$ cat config.mk
export PLATFORM = sky130hd
export DESIGN_NAME = cpu_sequencer
export DESIGN_NICKNAME = d
export VERILOG_FILES = /design/src/rtl/cpu_pkg.sv /design/src/rtl/cpu_flags.sv /design/src/rtl/cpu_sequencer.sv
export SDC_FILE = /design/constraint.sdc
export NUM_CORES = 1
export LEC_CHECK = 0
export CORE_ASPECT_RATIO = 0.9
export CORE_UTILIZATION = 46
export DETAILED_ROUTE_END_ITERATION = 8
export GPL_ROUTABILITY_DRIVEN = 0
export MAX_ROUTING_LAYER = met4
export PLACE_DENSITY = 0.93
export SYNTH_ARGS = -nofsm -noshare
export SYNTH_HDL_FRONTEND = slang
export SYNTH_HIERARCHICAL = 1
export SYNTH_SLANG_ARGS = --single-unit
$ cat constraint.sdc
create_clock -name clk -period 2.5 [get_ports clk]
set_input_delay 0.25 -clock clk [delete_from_list [all_inputs] [get_ports clk]]
set_output_delay 0.25 -clock clk [all_outputs]
set_load 0.02 [all_outputs]
$ cat src/rtl/cpu_pkg.sv
// Shared definitions for the DECA CPU fetch/execute controller.
//   seq_state_t : sequencer states (FETCH1, FETCH2, EXEC1, HALT)
//   CODE_*      : instruction class encodings held in IR'[15:14]
package cpu_pkg;

  typedef enum logic [1:0] {
    FETCH1 = 2'd0,
    FETCH2 = 2'd1,
    EXEC1  = 2'd2,
    HALT   = 2'd3
  } seq_state_t;

  localparam logic [1:0] CODE_JMP  = 2'b00;
  localparam logic [1:0] CODE_NOP  = 2'b01;
  localparam logic [1:0] CODE_HALT = 2'b10;
  localparam logic [1:0] CODE_ARM  = 2'b11;

endpackage

$ cat src/rtl/cpu_flags.sv
// CARRY and SKIP flag flip-flops.
//   clk, reset          : clock, synchronous active-high reset
//   exec1               : ALU execute strobe; gates both flag enables
//   carryout, carryen   : CARRY D / enable from the ALU
//   skipout, skipen     : SKIP D / enable from the ALU
//   squash              : clears SKIP after it has discarded an instruction
//   carrystatus         : CARRY Q
//   skipstatus          : SKIP Q
module cpu_flags (
  input  logic clk,
  input  logic reset,
  input  logic exec1,
  input  logic carryout,
  input  logic carryen,
  input  logic skipout,
  input  logic skipen,
  input  logic squash,
  output logic carrystatus,
  output logic skipstatus
);

  always_ff @(posedge clk) begin
    if (reset) begin
      carrystatus <= 1'b0;
      skipstatus  <= 1'b0;
    end else begin
      if (exec1 && carryen)
        carrystatus <= carryout;
      // squash and exec1 are mutually exclusive, so the order here is moot
      if (squash)
        skipstatus <= 1'b0;
      else if (exec1 && skipen)
        skipstatus <= skipout;
    end
  end

endmodule

$ cat src/rtl/cpu_sequencer.sv
// Fetch/execute controller for the 16-bit DECA CPU.
// Fetches from synchronous program memory, holds IR', strobes the ALU via
// exec1 and executes JMP / NOP / HALT itself.
//   clk, reset            : clock, synchronous active-high reset
//   memaddr, memrd        : program memory address (= PC) and read strobe
//   memdata               : instruction word, valid one cycle after memrd
//   instruction           : IR'
//   exec1                 : ALU execute strobe
//   carrystatus/skipstatus: flag flip-flop outputs
//   carryout/carryen      : CARRY D / enable from the ALU
//   skipout/skipen        : SKIP D / enable from the ALU
//   halted                : high in the HALT state
module cpu_sequencer
  import cpu_pkg::*;
#(
  parameter int ADDR_W = 8
) (
  input  logic              clk,
  input  logic              reset,
  output logic [ADDR_W-1:0] memaddr,
  output logic              memrd,
  input  logic [15:0]       memdata,
  output logic [15:0]       instruction,
  output logic              exec1,
  output logic              carrystatus,
  output logic              skipstatus,
  input  logic              carryout,
  input  logic              carryen,
  input  logic              skipout,
  input  logic              skipen,
  output logic              halted
);

  seq_state_t        state, state_next;
  logic [ADDR_W-1:0] pc;
  logic [15:0]       ir;
  logic [1:0]        opcode;
  logic              squash;

  assign opcode = ir[15:14];

  always_ff @(posedge clk) begin
    if (reset) begin
      state <= FETCH1;
      pc    <= '0;
      ir    <= '0;
    end else begin
      state <= state_next;
      if (state == FETCH2) begin
        ir <= memdata;
        pc <= pc + ADDR_W'(1);
      end else if (state == EXEC1 && !skipstatus && opcode == CODE_JMP) begin
        pc <= ir[ADDR_W-1:0];
      end
    end
  end

  // Outputs depend only on state, IR' and the SKIP flop, never on inputs.
  always_comb begin
    state_next = state;
    memrd      = 1'b0;
    exec1      = 1'b0;
    halted     = 1'b0;
    squash     = 1'b0;
    case (state)
      FETCH1: begin
        memrd      = 1'b1;
        state_next = FETCH2;
      end
      FETCH2: state_next = EXEC1;
      EXEC1: begin
        state_next = FETCH1;
        if (skipstatus) begin
          squash = 1'b1;
        end else begin
          if (opcode == CODE_ARM)  exec1 = 1'b1;
          if (opcode == CODE_HALT) state_next = HALT;
        end
      end
      HALT: halted = 1'b1;
      default: state_next = FETCH1;
    endcase
  end

  assign memaddr     = pc;
  assign instruction = ir;

  cpu_flags u_flags (
    .clk        (clk),
    .reset      (reset),
    .exec1      (exec1),
    .carryout   (carryout),
    .carryen    (carryen),
    .skipout    (skipout),
    .skipen     (skipen),
    .squash     (squash),
    .carrystatus(carrystatus),
    .skipstatus (skipstatus)
  );

endmodule

== Word level (Yosys, flattened, before mapping) ==
Cells that the tools add are included.
Word-level totals
  register bits: 28
  input bits: 22
  word-level logic and storage cells: 33
Cells by class
  $add $sub $neg: 1
  equality and inequality tests: 5
  multiplexer cells: 12
  reduce and logical (&&, ||, !) cells: 10
Operator list (number)
  2-to-1 mux 8 bit: 2
  adder 8 x 1 -> 8 bit (second input constant): 1
  == test 2 bit (second input constant): 4
  2-to-1 mux 1 bit: 7
  case mux 2 bit (3 select lines): 1
  logical AND 1 bit: 4
  zero test 2 bit: 2
  2-to-1 mux 2 bit: 2
  nonzero test 3 bit: 1
  == test 2 x 1 -> 1 bit (second input constant): 1
  nonzero test 2 bit: 1
  OR reduction 2 bit: 1
  zero test 1 bit: 1

== Logic depth before layout (Yosys ltp) ==
  depth in word-level cells: 5
  depth in mapped cells: 6
  mapped depth without buffers: 5

== By module ==
Netlist, hierarchy kept.
Modules (own cells, without submodules)
  cpu_sequencer: instances 1, cells each 128, area each 1256.2 µm², sequential area each 520.5 µm²
  cpu_flags: instances 1, cells each 8, area each 87.6 µm², sequential area each 40.0 µm²

== Least setup slack after synthesis ==
Ideal clock, no wire load.
  kind: register to register
  from: reg state[0]
  to: reg pc[5], in the netlist memaddr[5]
  arrival: 1503 ps
  slack: 909 ps
  cell stages (with the launch flop): 7
  clock period less this slack: 1591 ps
  cells stage by stage: dfxtp_1 -> inv_1 -> ha_1 -> nor4b_2 -> buf_6 -> mux2_4 -> a311oi_2
Between the ends
  longest elaborated chain between the ends: 4
  elaborated cells on any way between the ends: 6
Ends and longest elaborated chain
  from (decl): RTL line cpu_sequencer.sv:34  | seq_state_t state, state_next;
  from (signal assigned): RTL line cpu_sequencer.sv:48  | state <= state_next;
  == test 2 bit: RTL line cpu_sequencer.sv:52  | end else if (state == EXEC1 && !skipstatus && opcode == CODE_JMP) begin
  logical AND 1 bit (2 in a row): RTL line cpu_sequencer.sv:52
  nonzero test 2 bit (no line)
  to (signal assigned): RTL line cpu_sequencer.sv:51  | pc <= pc + ADDR_W'(1);
  to (signal assigned): RTL line cpu_sequencer.sv:53  | pc <= ir[ADDR_W-1:0];
  to (decl): RTL line cpu_sequencer.sv:35  | logic [ADDR_W-1:0] pc;
Several ways; a longest one is shown, not always the timed one.
A chain may end at the register's enable or synchronous reset.

== Final worst setup path ==
  from: reg state[0]
  to: out exec1
Between the ends
  longest elaborated chain between the ends: 2
Ends and longest elaborated chain
  == test 2 bit: RTL line cpu_sequencer.sv:65  | case (state)
  2-to-1 mux 1 bit: RTL line cpu_sequencer.sv:65
  to (decl): RTL line cpu_sequencer.sv:24  | output logic exec1,
Every way passes these cells.

==> impl_metrics.toml <==
[outcome]
status = "complete, no violations"

[routing]
ant_nets = 0
wl_per_cell_um = 14.1
drt_wl_total_um = 3210
vias = 1191
dr.pass1.iters = 4
dr.first_iter.drc_count = 49
drc = 0
routed_via_density = 5.22

[critical_path]
r2r_slack_ns = 0.63
rr_endpoint = "memaddr[7]"
r2r_start = "state[1]"
rr_worst_depth = 5
crit_path_end_kind = "output port"
worstPathArrival_ns = 1.96
critPathKind = "reg -> out"
cp.required_ns = 2.25
start_kind = "flop"
cp-startpoint = "state[0]"
cp_max_fo = 5

[sta]
rsz0062_at_grt = "false"
finalWorstPathRequiredPeriod_ns = 2.21
setup_tns_ns = 0
final_hold_viol_count = 0
finalSetupViolCount = 0
clock_skew_ns = 0.00586
max_slew_margin = 0.527
period_share = 0.885
tightest_slew_ns = 0.709
timing.fmax_mhz = 452
holdWs_ns = 0.488
final_max_slew_viol_count = 0

[yosys]
synth_warnings = 6
synth_compound_area_frac = 0.126
synth_seq_area_share = 0.417
synth_ff_type = "dfxtp_1"
ys_seq_elements = 28
synthTopCellsByArea = "dfxtp_1 (42%), mux2i_1 (16%), nor2_1 (6.4%)"
synth_top_area_frac = 0.417
yosys.area_share.simple = 0.162
syn-num-nets = 164
netlist_area_um2 = 1340
synthesis.instances = 136
synthMuxAreaShare = 0.179
synth_cell_type_count = 34
synth_enable_flop_cells = 0
synthXorXnorAreaFrac = 0.0196
post-synth-top-area-cell = "dfxtp_1"
synth_area_per_cell_um2 = 9.88
synth_fa_ha_area_frac = 0.0559
synth_top_family_by_area = "multiplexers"
async_flop_share = 0

[global_route]
groute.usage.overall = 0.234
grt-busiest-layer = "met2"
first_global_vias = 1174
grt_max_degree = 18
gr-usage-met3 = 0.0685
met1_usage = 0.269
antenna_found_initial = 0
grt_first_pass_wirelength_um = 5180
grtUsageMet2 = 0.358
grt_overflow = 0

[cells_and_area]
fin_area_um2 = 1930
mostFrequentLayoutCells = "clkdlybuf4s50_1 (50), dfxtp_1 (28), nor2_1 (23)"
syn_to_final_growth_pct = 43.5
layout_commonest_cell = "clkdlybuf4s50_1"
drive_above_1_share = 0.0957
final_util = 0.696
final_nets = 217
diodes = 0

[pwr]
vdd_drop_max_v = 0.000440
power_density_nw_per_um2 = 559
p_leak_nw = 0.725
p_total_mw = 1.08

[floorplanning]
dieArea_um2 = 3140
io_pins = 51
die_w_um = 59.0
coreArea_um2 = 2770
die_h_um = 53.3
initial_core_util = 0.485
rows = 18

[clock_tree]
clkTransAtPathRegs_ns = 0.15
root_buffer = "clkbuf_4"
cts_tree = "yes"
clock_sinks = 28
cts-resized-gates = 0
cts_buffer_depth = 2
worstSkewPairLatency_ns = 0.33
cts_buffers = 3
cts_max_level = 1
ctsHoldBuffers = 0
cts_setup_buffers = 0

[hold_path]
hp-start = "carryout"
worstHoldEndpoint = "u_flags/carrystatus"
hold_class = "in -> reg"
hold_depth = 3

[flow_run]
cap_violations = 0

[placed_design]
dpl_cell_area_um2 = 1890
io_buffer_count = 50
dpl.hpwl_um = 2410
[routing by layer]
metal  routed length [µm]  vias up
met2                 1570       40
met4                  108        0
met5                    0        -
met3                  177       10
li1                     -      587
met1                 1360      554
[cell type report]
class / count / area [µm²]
flip-flops and latches: 28 / 561
multi-input cells: 97 / 728
inverters: 4 / 15.0
well taps: 40 / 50.0
clock buffers: 4 / 36.3
repair buffers: 55 / 538
fillers: 204 / 842
[worst max-delay path, cell delays in order, from the launching register on]
cell and delay [ns]:
dfxtp_1 0.37, inv_1 0.11, ha_1 0.21, and4b_1 0.30, clkdlybuf4s50_1 0.64
[cell families (layout without fill, tap and decap cells)]
group | Yosys count | count (layout)
and+or+nand+nor | 44 | 44
buffers and inverters | 11 | 63
adders and majority gates | 6 | 6
muxes | 23 | 23
DFF | 28 | 28
AOI/OAI and AO/OA | 21 | 21
xor gates and xnor gates | 3 | 3
[power by group]
part	internal, mW	switching (mW)
Clock	0.0894	0.134
Combinational	0.174	0.156
Sequential	0.485	0.0405
[worst max-delay path by stage]
stage / endpoint / slack [ns] / cells past startpoint
6_report: exec1 / 0.29 / 4
5_1_grt: exec1 / 0.17 / 4
4_1_cts: exec1 / 0.29 / 4
3_5_place_dp: exec1 / 0.67 / 4
3_3_place_gp: exec1 / 0.73 / 4
2_1_floorplan: memaddr[5] / 0.91 / 6
[cells in the mapped netlist (2+ instances only)]
cell / count
nand3_1: 7
a211oi_2: 2
dfxtp_1: 28
a211oi_1: 2
inv_1: 4
o22ai_1: 2
a311oi_2: 2
buf_2: 2
a21oi_1: 4
nor2_1: 23
xor2_1: 2
clkbuf_1: 3
or3_1: 2
o21ai_0: 3
a21o_1: 3
mux2_4: 2
nand2_1: 2
mux2i_1: 21
nor3_1: 2
ha_1: 6
[sequential cells by signal (all words and copies together), names as in the netlist]
name,count
instruction,16
memaddr,8
state,2
u_flags/carrystatus,1
u_flags/skipstatus,1
[per-stage QoR]
step | setup slack, ns | std cells
final | 0.287 | 228
after global routing | 0.168 | 228
after CTS | 0.293 | 228
after detailed placement | 0.668 | 224
after global placement | 0.731 | 224
after floorplan | 0.909 | 136
Note: power is estimated with default switching activity, not from simulation.
==> RTL change: new RTL, same settings <==
Change the parameter `ADDR_W` from 8 to 6.
--- a/src/rtl/cpu_sequencer.sv
+++ b/src/rtl/cpu_sequencer.sv
@@ -13,7 +13,7 @@
 module cpu_sequencer
   import cpu_pkg::*;
 #(
-  parameter int ADDR_W = 8
+  parameter int ADDR_W = 6
 ) (
   input  logic              clk,
   input  logic              reset,
Interface: changed (resized memaddr); port bits go from 51 to 49. No check against the original RTL was run, so the function may have changed too.
==> RTL change against the unedited design <==
  * Power fell by 2.9%
  * Sequential cell count decreased by 2
  * Clock skew up 4.3 ps
  * Routed wire length is 16% lower
  * Cell area shrank 9.5%
  * Sequential share of layout area is 0.75 points higher
  * Setup slack worse by 36 ps
  * Critical endpoint unchanged
  * Area after synthesis fell by 12%
  * Critical path type unchanged
  * Sequential power down 8.2%
==> RTL change: results (changes against the unedited design) <==
number of CTS-inserted buffers=3 (unchanged); Hold WC Path Type=input pin to register; vias in the first global route=939 (-20%); CTS H-tree depth=1 (unchanged); Post-Route Skew=10.17 ps (+4.309 ps); Lkg Pwr=0.0006790 uW (-6.3%); port buffer count=48 (-4.0%); pre-CTS setup slack=610.3 ps (-58.07 ps); worst hold path endpoint=u_flags/carrystatus; # nets final=198 (-8.8%); asr flop ratio synth=0 (unchanged); Final HPWL DP=1.987 mm (-18%); routed vias/inst=5.365 (+2.7%); Initial DRC Count=17 (-65%); worst-case clock buffer depth=2 (unchanged); r2r setup slk=680 ps (+50 ps); Top FF cell, synth=dfxtp_1; Max VDD drop=521.3 uV (+19%); All-Layer GR Usage=0.2007 (-0.03302); Setup Buffers After CTS=0 (unchanged); pins over their slew limit=0 (unchanged); Reg2Reg Depth=5 (unchanged); # fillers=176 (-14%); worst skew pair latency=320 ps; initial antenna violation count=0 (unchanged); CP Max Fanout=6 (+1); worst r2r dst=memaddr[3]; worst hold start=carryout; post-synthesis sequential area ratio=0.4393 (+0.02215); drt pass-1 iters=4 (unchanged); post-synth net total=148 (-9.8%); routed length per instance=13.62 um (-3.3%); Antenna diodes=0 (unchanged); post_cts resized=0 (unchanged); Synth Area in XOR/XNOR=0 (-0.01955); Hold Crit Depth=3 (unchanged); multiplexer area fraction after synthesis=0.1362 (-0.04255); YS warnings=6 (unchanged); leading post-synthesis cells by instance count=dfxtp_1 (26), nor2_1 (21), mux2i_1 (15); transition time of the tightest slew-check pin=959.3 ps (+250.0 ps); crit path DAT=2000 ps (+40 ps); max reg flops=16 (unchanged); Compound-Gate Fraction of Synth Area=0.1426 (+0.01686); worst r2r src=state[1]; clock period minus final worst setup slack=2249 ps (+36.19 ps); share of cells above drive strength 1=0.08284 (-0.01290); largest cells by area after synthesis=dfxtp_1 (44%), mux2i_1 (13%), nor2_1 (6.7%); first-pass GRT wire length=4.326 mm (-16%); Root Buffer=clkbuf_4; Netlist cell types=35 (+2.9%); clk slew on worst S/H paths=between 100 and 150 ps; Post-Synth Adder-Cell Area=0.06336 (+0.007492); largest net degree at the start of global routing=27 (+9); status=complete, no violations
-- RTL change: critical path, stage by stage (launching register included) --
cell,delay [ps]
dfxtp_1,370
inv_1,120
ha_1,240
and4b_1,330
clkdlybuf4s50_1,640
-- RTL change: cell type report --
cell class / count / area, sq um / area share
clock buffers: 3 / 22.52 / 0.01290
flip-flops and latches: 26 / 520.5 / 0.2982
well taps: 28 / 35.03 / 0.02007
repair buffers: 50 / 495.5 / 0.2839
clock inverters: 1 / 30.03 / 0.01720
multi-input cells: 85 / 626.9 / 0.3591
inverters: 4 / 15.01 / 0.008602
-- RTL change: how the worst max path moves through the flow --
stage                 endpoint      from  cells past startpoint
finish                   exec1  state[0]                      4
global route             exec1  state[0]                      4
CTS                      exec1  state[0]                      4
detailed placement       exec1  state[0]                      4
global placement         exec1  state[0]                      4
floorplan           memaddr[5]  state[0]                      5
-- RTL change: metrics by stage --
step | std cells | hold slack [ps]
after floorplan | 120 | 314.6
after global placement | 193 | 471.2
after detailed placement | 193 | 483.7
after CTS | 197 | 503.6
after global routing | 197 | 488.6
final | 197 | 494.9
-- RTL change: cells by family (layout without fill, tap and decap cells) --
group,after synthesis,after routing
multiplexers,16,16
AND/OR/NAND/NOR,42,42
flip-flops,26,26
AO/OA/AOI/OAI,21,21
buffers and inverters,9,58
adder cells (fa/ha/maj),6,6
-- RTL change: per-layer routing --
| layer | vias up | routed length [um] | track usage |
|---|---|---|---|
| met1 | 487 | 1194 | 0.2492 |
| met2 | 42 | 1300 | 0.3394 |
| met4 | 0 | 35 | 0.05833 |
| met3 | 4 | 153 | 0.03351 |
| met5 | - | 0 | - |
| li1 | 524 | - | - |
-- RTL change: power breakdown --
part | switching [uW] | leakage, uW | internal (uW)
clock | 126 | 0.0000279 | 162
combinational | 132 | 0.000438 | 145
sequential | 32.5 | 0.000213 | 449
